===== src/rtl/tick_gen_pkg.sv =====
// tick_gen_pkg: shared mode encoding for the multi-channel tick generator
package tick_gen_pkg;
  typedef enum logic [1:0] {TM_OFF, TM_PULSE, TM_TOGGLE, TM_ONESHOT} tick_mode_e;
  localparam tick_mode_e TM_RESET = TM_TOGGLE;
endpackage


===== src/rtl/tick_chan.sv =====
// tick_chan: one programmable tick channel (counter, divisor, mode, registered outputs)
module tick_chan
  import tick_gen_pkg::*;
#(
  parameter int          CNT_W       = 32,
  parameter int unsigned DEFAULT_DIV = 6000000
) (
  input  logic             clk,
  input  logic             rstn,
  input  logic             ld,
  input  logic [CNT_W-1:0] ld_div,
  input  tick_mode_e       ld_mode,
  output logic             pulse,
  output logic             level,
  output logic             busy
);
  logic [CNT_W-1:0] cnt, div;
  tick_mode_e       mode;
  // A load restarts the channel and takes priority over a coincident terminal count
  always_ff @(posedge clk) begin
    if (!rstn) begin
      cnt   <= '0;
      div   <= CNT_W'(DEFAULT_DIV);
      mode  <= TM_RESET;
      pulse <= 1'b0;
      level <= 1'b0;
      busy  <= 1'b0;
    end else if (ld) begin
      cnt   <= '0;
      div   <= ld_div;
      mode  <= ld_mode;
      pulse <= 1'b0;
      level <= 1'b0;
      busy  <= ld_mode != TM_OFF;
    end else if (mode == TM_OFF) begin
      cnt   <= '0;
      pulse <= 1'b0;
      busy  <= 1'b0;
    end else if (cnt == div) begin
      cnt   <= '0;
      pulse <= 1'b1;
      level <= (mode == TM_TOGGLE) ? ~level : (mode == TM_ONESHOT);
      mode  <= (mode == TM_ONESHOT) ? TM_OFF : mode;
      busy  <= mode != TM_ONESHOT;
    end else begin
      cnt   <= cnt + 1'b1;
      pulse <= 1'b0;
      busy  <= 1'b1;
    end
  end
endmodule


===== src/rtl/tick_gen_multi.sv =====
// tick_gen_multi: NUM_CH independent tick channels behind a single config write port
module tick_gen_multi
  import tick_gen_pkg::*;
#(
  parameter int          NUM_CH      = 4,
  parameter int          CNT_W       = 32,
  parameter int unsigned DEFAULT_DIV = 6000000,
  localparam int         CH_W        = (NUM_CH > 1) ? $clog2(NUM_CH) : 1
) (
  input  logic              clk,
  input  logic              rstn,
  input  logic              cfg_valid,
  output logic              cfg_ready,
  input  logic [CH_W-1:0]   cfg_ch,
  input  logic [CNT_W-1:0]  cfg_div,
  input  logic [1:0]        cfg_mode,
  output logic [NUM_CH-1:0] tick_pulse,
  output logic [NUM_CH-1:0] tick_level,
  output logic [NUM_CH-1:0] busy
);
  logic acc;
  assign acc = cfg_valid & cfg_ready;
  always_ff @(posedge clk) cfg_ready <= rstn;
  // Out-of-range channel indices match no instance, so such writes are silently dropped
  for (genvar i = 0; i < NUM_CH; i++) begin : g_ch
    tick_chan #(.CNT_W(CNT_W), .DEFAULT_DIV(DEFAULT_DIV)) u_chan (
      .clk    (clk),
      .rstn   (rstn),
      .ld     (acc && cfg_ch == CH_W'(i)),
      .ld_div (cfg_div),
      .ld_mode(tick_mode_e'(cfg_mode)),
      .pulse  (tick_pulse[i]),
      .level  (tick_level[i]),
      .busy   (busy[i])
    );
  end
endmodule


===== config.mk =====
export PLATFORM = sky130hd
export DESIGN_NAME = tick_gen_multi
export DESIGN_NICKNAME = d
export VERILOG_FILES = /design/src/rtl/tick_gen_pkg.sv /design/src/rtl/tick_chan.sv /design/src/rtl/tick_gen_multi.sv
export SDC_FILE = /design/constraint.sdc
export NUM_CORES = 1
export LEC_CHECK = 0
export BUFFER_PORTS_ARGS = -buffer_cell sky130_fd_sc_hd__buf_2
export CAP_MARGIN = 40
export CORE_MARGIN = 2
export CORE_UTILIZATION = 27
export DETAILED_ROUTE_END_ITERATION = 10
export PLACE_DENSITY = 0.39
export SYNTH_ARGS = -nofsm -noshare
export SYNTH_HDL_FRONTEND = slang
export SYNTH_HIERARCHICAL = 1
export SYNTH_SLANG_ARGS = --single-unit

===== constraint.sdc =====
create_clock -name clk -period 3.1 [get_ports clk]
set_clock_uncertainty 0.15 [all_clocks]
set_input_delay 0.31 -clock clk [delete_from_list [all_inputs] [get_ports clk]]
set_output_delay 0.31 -clock clk [all_outputs]
set_load 0.02 [all_outputs]

==> run metrics, run 1 <==
Mean Syn Cell Area=9.368 µm²; TritonRoute pass-1 iters=4; RSZ-0062 raised after global routing=false; worst-path fanout max=6; die extent in y=218.9 µm; max cap viols=0; area of the core=45480 µm²; final RePlAce weighted congestion=0.7510; CP arrival=2.53 ns; peak per-stage delay on the critical path=0.74 ns; CTS root buffer=clkbuf_16; Top-Level Pins=52; top-area cell type share of the netlist area=44.47%; Fin. Hold Viols=0; Unique masters post-synth=41; Yosys reg bits=277; Syn Inst Count=1331; area leader, netlist=dfxtp_1; DR DRC count=0; first-pass GRT wire length=55.50 mm; Tot Pwr=7.993 mW; minimum clock period=2.287 ns; Slowest cell on crit path=nor4_1; critical-path cell list=ha_1 > nand3_1 > nor4_1 > nand4_1 > xor2_1 > nor2_1; DRT iter0 DRCs=553; worst path required time=3.35 ns; met3 Use GR=2.647%; Synth area leaders=dfxtp_1, xor2_1, mux2i_1, nor2_1, xnor2_1; Leak=5.434 nW; DR vias/cell=4.517; P per Cell Area=555.1 nW/µm²; Clock Latency Late Sink=0.52 ns; Hold WS=0.01663 ns; Total Neg Setup Slack=0 ns; Max IR drop VDD=0.2861 mV; htree depth=2; CP Depth=6; drt total wl=36.60 mm; Crit Path Class=reg -> reg; worst path bufs/invs=0; Critical Path Sink Type=flop; CTS Buf Count=34; clock slew at reported path FFs=0.06 ns; Synthesis Warnings=6; vias in the first global route=8728; Slew Limit Fails=0; register area=5545 µm²; Port Buffer Count=51; Placed Instances=1939; largest net degree at the start of global routing=39; Seq/Total Area, Yosys=44.47%; area grow syn2layout=15.47%; gr ovfl total=0; fraction of layout cells with a size suffix above 1=9.993%; Slew HR=42.00%; final setup vio count=0; Initial Util=27.42%; GRT busiest layer=met2; Top delay family on crit path=simple AND/OR/NAND/NOR gates; placed wire-length estimate=26.28 mm; CTS tree=yes; Synth Net Count=1374; gr usage total=15.45%; Hold Path Class=in -> reg; Vias=9038; Site Rows=78; multi-input logic area=6506 µm²; wire length per cell=18.29 µm; status=finished clean; Mapped Area=12470 µm²; GRT met1 Usage=22.23%; initial antenna violation count=1; diode count=0; Chip Width=218.9 µm; Worst Setup Start Kind=flop; fillers=4839; clock sinks=277; worst hold path cell count=3; cell depth of the worst flop-to-flop path=6; fmax=0.4373 GHz; Resize count post-CTS=0; post-route ant nets=0; Worst Tran Pin Value=0.8691 ns; met2 GRT Util=23.87%; Final Non-Filler Cells=2001; Period Utilization, post-route=73.77%; die area=47920 µm²; Nets=1421; clock buffer depth=3
-- Yosys cell counts (all sizes together) --
library cell,instances
a21oi,8
a221o,4
a41oi,4
and2,2
and3,10
and4,26
and4b,2
and4bb,1
buf,36
clkbuf,22
dfxtp,277
ha,4
inv,32
mux2i,128
nand2,89
nand2b,4
nand3,41
nand4,40
nor2,258
nor3,18
nor3b,3
nor4,45
o2111ai,4
o21ai,4
o311ai,8
o31ai,4
or3,6
or4,3
xnor2,66
xor2,182
-- cells in the final DEF, fill, tap and decap left out, types with 19 or more instances in the layout --
cell,instances
and4_1,19
buf_2,51
clkbuf_16,35
dfxtp_1,277
inv_1,32
mux2i_1,128
nand2_1,89
nand3_1,41
nand4_1,39
nor2_1,255
nor4_1,37
xnor2_1,66
xor2_1,182
-- final timing paths --
| check | start | to | slack [ns] |
|---|---|---|---|
| max | g_ch[2].u_chan/cnt[0] | g_ch[2].u_chan/cnt[20] | 0.81 |
| min | cfg_div[6] | g_ch[1].u_chan/div[6] | 0.02 |
| max reg2reg | g_ch[2].u_chan/cnt[0] | g_ch[2].u_chan/cnt[20] | 0.81 |
| min reg2reg | g_ch[1].u_chan/div[10] | g_ch[1].u_chan/div[10] | 0.34 |
-- flip-flops by register name (all words and copies together) (netlist names) --
signal             count
g_ch.u_chan/cnt      128
g_ch.u_chan/div      128
g_ch.u_chan/mode       8
g_ch.u_chan/busy       4
g_ch.u_chan/level      4
g_ch.u_chan/pulse      4
cfg_ready              1
-- routing by layer --
metal / up-vias / routed length (µm)
met5: - / 0
met1: 4284 / 18630
li1: 4595 / -
met3: 41 / 1332
met4: 0 / 629
met2: 118 / 16000
-- report_power, final --
group / switching [mW] / total (mW) / internal [mW]
clock: 1.56 / 3.92 / 2.36
combinational: 0.266 / 0.396 / 0.130
sequential: 0.0583 / 3.68 / 3.62
total: 1.88 / 7.99 / 6.11
-- worst register-to-register path, cell delays in order (launching register included) --
cell	delay (ns)
dfxtp_1	0.44
ha_1	0.23
nand3_1	0.20
nor4_1	0.74
nand4_1	0.21
xor2_1	0.16
nor2_1	0.05
-- area by class of cell --
type / instances / area share (%)
multi-input combinational: 964 / 45.19
inverter: 32 / 0.8342
clock buffer: 52 / 6.873
clock inverter: 7 / 0.6170
sequential: 277 / 38.51
tap: 600 / 5.214
timing repair buffer: 69 / 2.763
-- timing repair --
action	in CTS	in global routing
hold endpoints to repair	7	0
hold buffers	3	0
buffers inserted	0	0
-- kinds of logic after synthesis --
logic type / share of synthesized area (%)
adder cells (fa/ha/maj): 0.4014
flip-flops: 44.47
AO/OA/AOI/OAI: 2.258
multiplexers: 10.27
AND/OR/NAND/NOR: 21.73
buffers and inverters: 3.442
XOR/XNOR: 17.42
-- stage by stage --
stage	cell area, µm²	utilization, %	setup WS, ns
after floorplan	12470	-	1.021
after global placement	13290	29.22	0.7858
after detailed placement	13290	29.22	0.8144
after CTS	14400	31.66	0.8012
after global routing	14400	31.66	0.5070
final	14400	31.66	0.8132
No activity file was read; power rests on OpenSTA's default activity.
==> run 2, diff against run 1 <==
Clock period 3.1 ns to 2.2 ns, I/O delays scaled along.
==> run metrics, run 2 (synthesis results as in run 1) <==
status=finished clean; clock buffer depth=3; Reg-to-Reg Start=g_ch[0].u_chan/cnt[17]; reg-to-reg critical path endpoint=g_ch[0].u_chan/cnt[31]; worst-path fanout max=10; Port Buffer Count=51; Worst Setup Start Kind=flop; Chip Width=218.9 µm; final RePlAce weighted congestion=0.7477; DRT iter0 DRCs=470; gr ovfl total=0; Worst setup endpoint=g_ch[0].u_chan/cnt[31]; area of the core=45480 µm²; drt total wl=37.01 mm; CTS root buffer=clkbuf_16; Fin. Hold Viols=0; area grow syn2layout=23.93%; clock slew at reported path FFs=0.06 ns; P per Cell Area=739.0 nW/µm²; R2R Setup Slk=0.13 ns; first-pass GRT wire length=56.52 mm; worst path required time=2.44 ns; vias in the first global route=9344; top flop regs=g_ch.u_chan/cnt: 128 flops, g_ch.u_chan/div: 128 flops, g_ch.u_chan/mode: 8 flops; fmax=0.4842 GHz; wire length per cell=17.58 µm; Total Neg Setup Slack=0 ns; Slew HR=64.20%; post-place setup slack=0.04121 ns; die area=47920 µm²; multi-input logic area=6604 µm²; die extent in y=218.9 µm; RSZ-0062 raised after global routing=true; DR DRC count=0; CP arrival=2.31 ns; Leak=5.987 nW; gr usage total=15.65%; cell depth of the worst flop-to-flop path=6; Vias=9421; fraction of layout cells with a size suffix above 1=15.29%; Site Rows=78; htree depth=2; Initial Util=27.42%; fillers=4809; Clock Latency Late Sink=0.52 ns; most frequent cells in the layout=dfxtp_1, nor2_1, xor2_1, mux2i_1, nand2_1; commonest non-fill, non-tap cell in the layout=dfxtp_1; Slew Limit Fails=0; Critical Path Sink Type=flop; Final WS setup=0.1349 ns; register area=5549 µm²; worst hold start=cfg_ch[0]; CTS tree=yes; Worst Setup SP=g_ch[0].u_chan/cnt[17]; Nets=1525; Max IR drop VDD=0.5016 mV; Crit Path Class=reg -> reg; Top-Level Pins=52; CTS Buf Count=35; Worst Tran Pin Value=0.5300 ns; minimum clock period=2.065 ns; Period Utilization, post-route=93.87%; TritonRoute pass-1 iters=5; initial antenna violation count=1; clock sinks=277; Hold Path Class=in -> reg; post-route ant nets=0; largest net degree at the start of global routing=39; placed wire-length estimate=26.88 mm; max cap viols=0; DR vias/cell=4.476; final setup vio count=0
-- run 2: worst min-delay path by stage --
stage,to,slack [ns],depth (start not counted)
5_1_grt,g_ch[3].u_chan/level,0.16,4
2_1_floorplan,cfg_ready,0.1,0
3_5_place_dp,g_ch[1].u_chan/level,0.33,2
3_3_place_gp,g_ch[1].u_chan/level,0.32,2
6_report,g_ch[1].u_chan/mode[0],0.15,4
4_1_cts,g_ch[1].u_chan/mode[0],0.12,4
-- run 2: stage by stage --
step                utilization, %  total power [mW]  hold slack (ns)  cell area, µm²  std cells
CTS                          33.74             11.63           0.1177           15340       2103
detailed placement           30.54             5.892           0.3277           13890       2009
global route                 33.97             11.88           0.1596           15450       2104
floorplan                        -             5.585          0.09772           12470       1331
finish                       33.98             11.42           0.1483           15450       2105
global placement             30.54             5.893           0.3230           13890       2009
-- run 2: timing repair --
action / 4_1_cts / 5_1_grt
endpoints found under the hold margin: 135 / 0
setup endpoints to repair: 0 / 133
hold buffers: 35 / 0
gates resized for setup: 0 / 19
setup buffers: 0 / 1
-- run 2: routing by layer --
metal | track usage, % | share of wire (%)
met5 | 0 | 0
met4 | 3.671 | 1.8
met3 | 2.204 | 3.2
met2 | 24.95 | 44
met1 | 22.25 | 51
-- run 2: critical path, cell delays in order, from the launching register on --
cell	delay (ns)
dfxtp_1	0.41
nand4_1	0.15
or4_1	0.55
buf_4	0.20
nor4_4	0.29
xnor2_1	0.16
nor2_2	0.04
-- run 2: area by class of cell --
cell class,instances,share of cell area (%)
Multi-Input combinational cell,964,42.73
Sequential cell,277,35.91
Timing Repair Buffer,172,8.582
Clock buffer,52,6.550
Tap cell,600,4.858
Inverter,32,0.7773
Clock inverter,7,0.5749
Antenna cell,1,0.01619
-- run 2: where the power goes --
part | internal [mW] | leakage (nW) | switching, mW
clock network | 3.40 | 0.540 | 2.19
registers | 5.10 | 2.24 | 0.0738
logic | 0.256 | 3.20 | 0.398
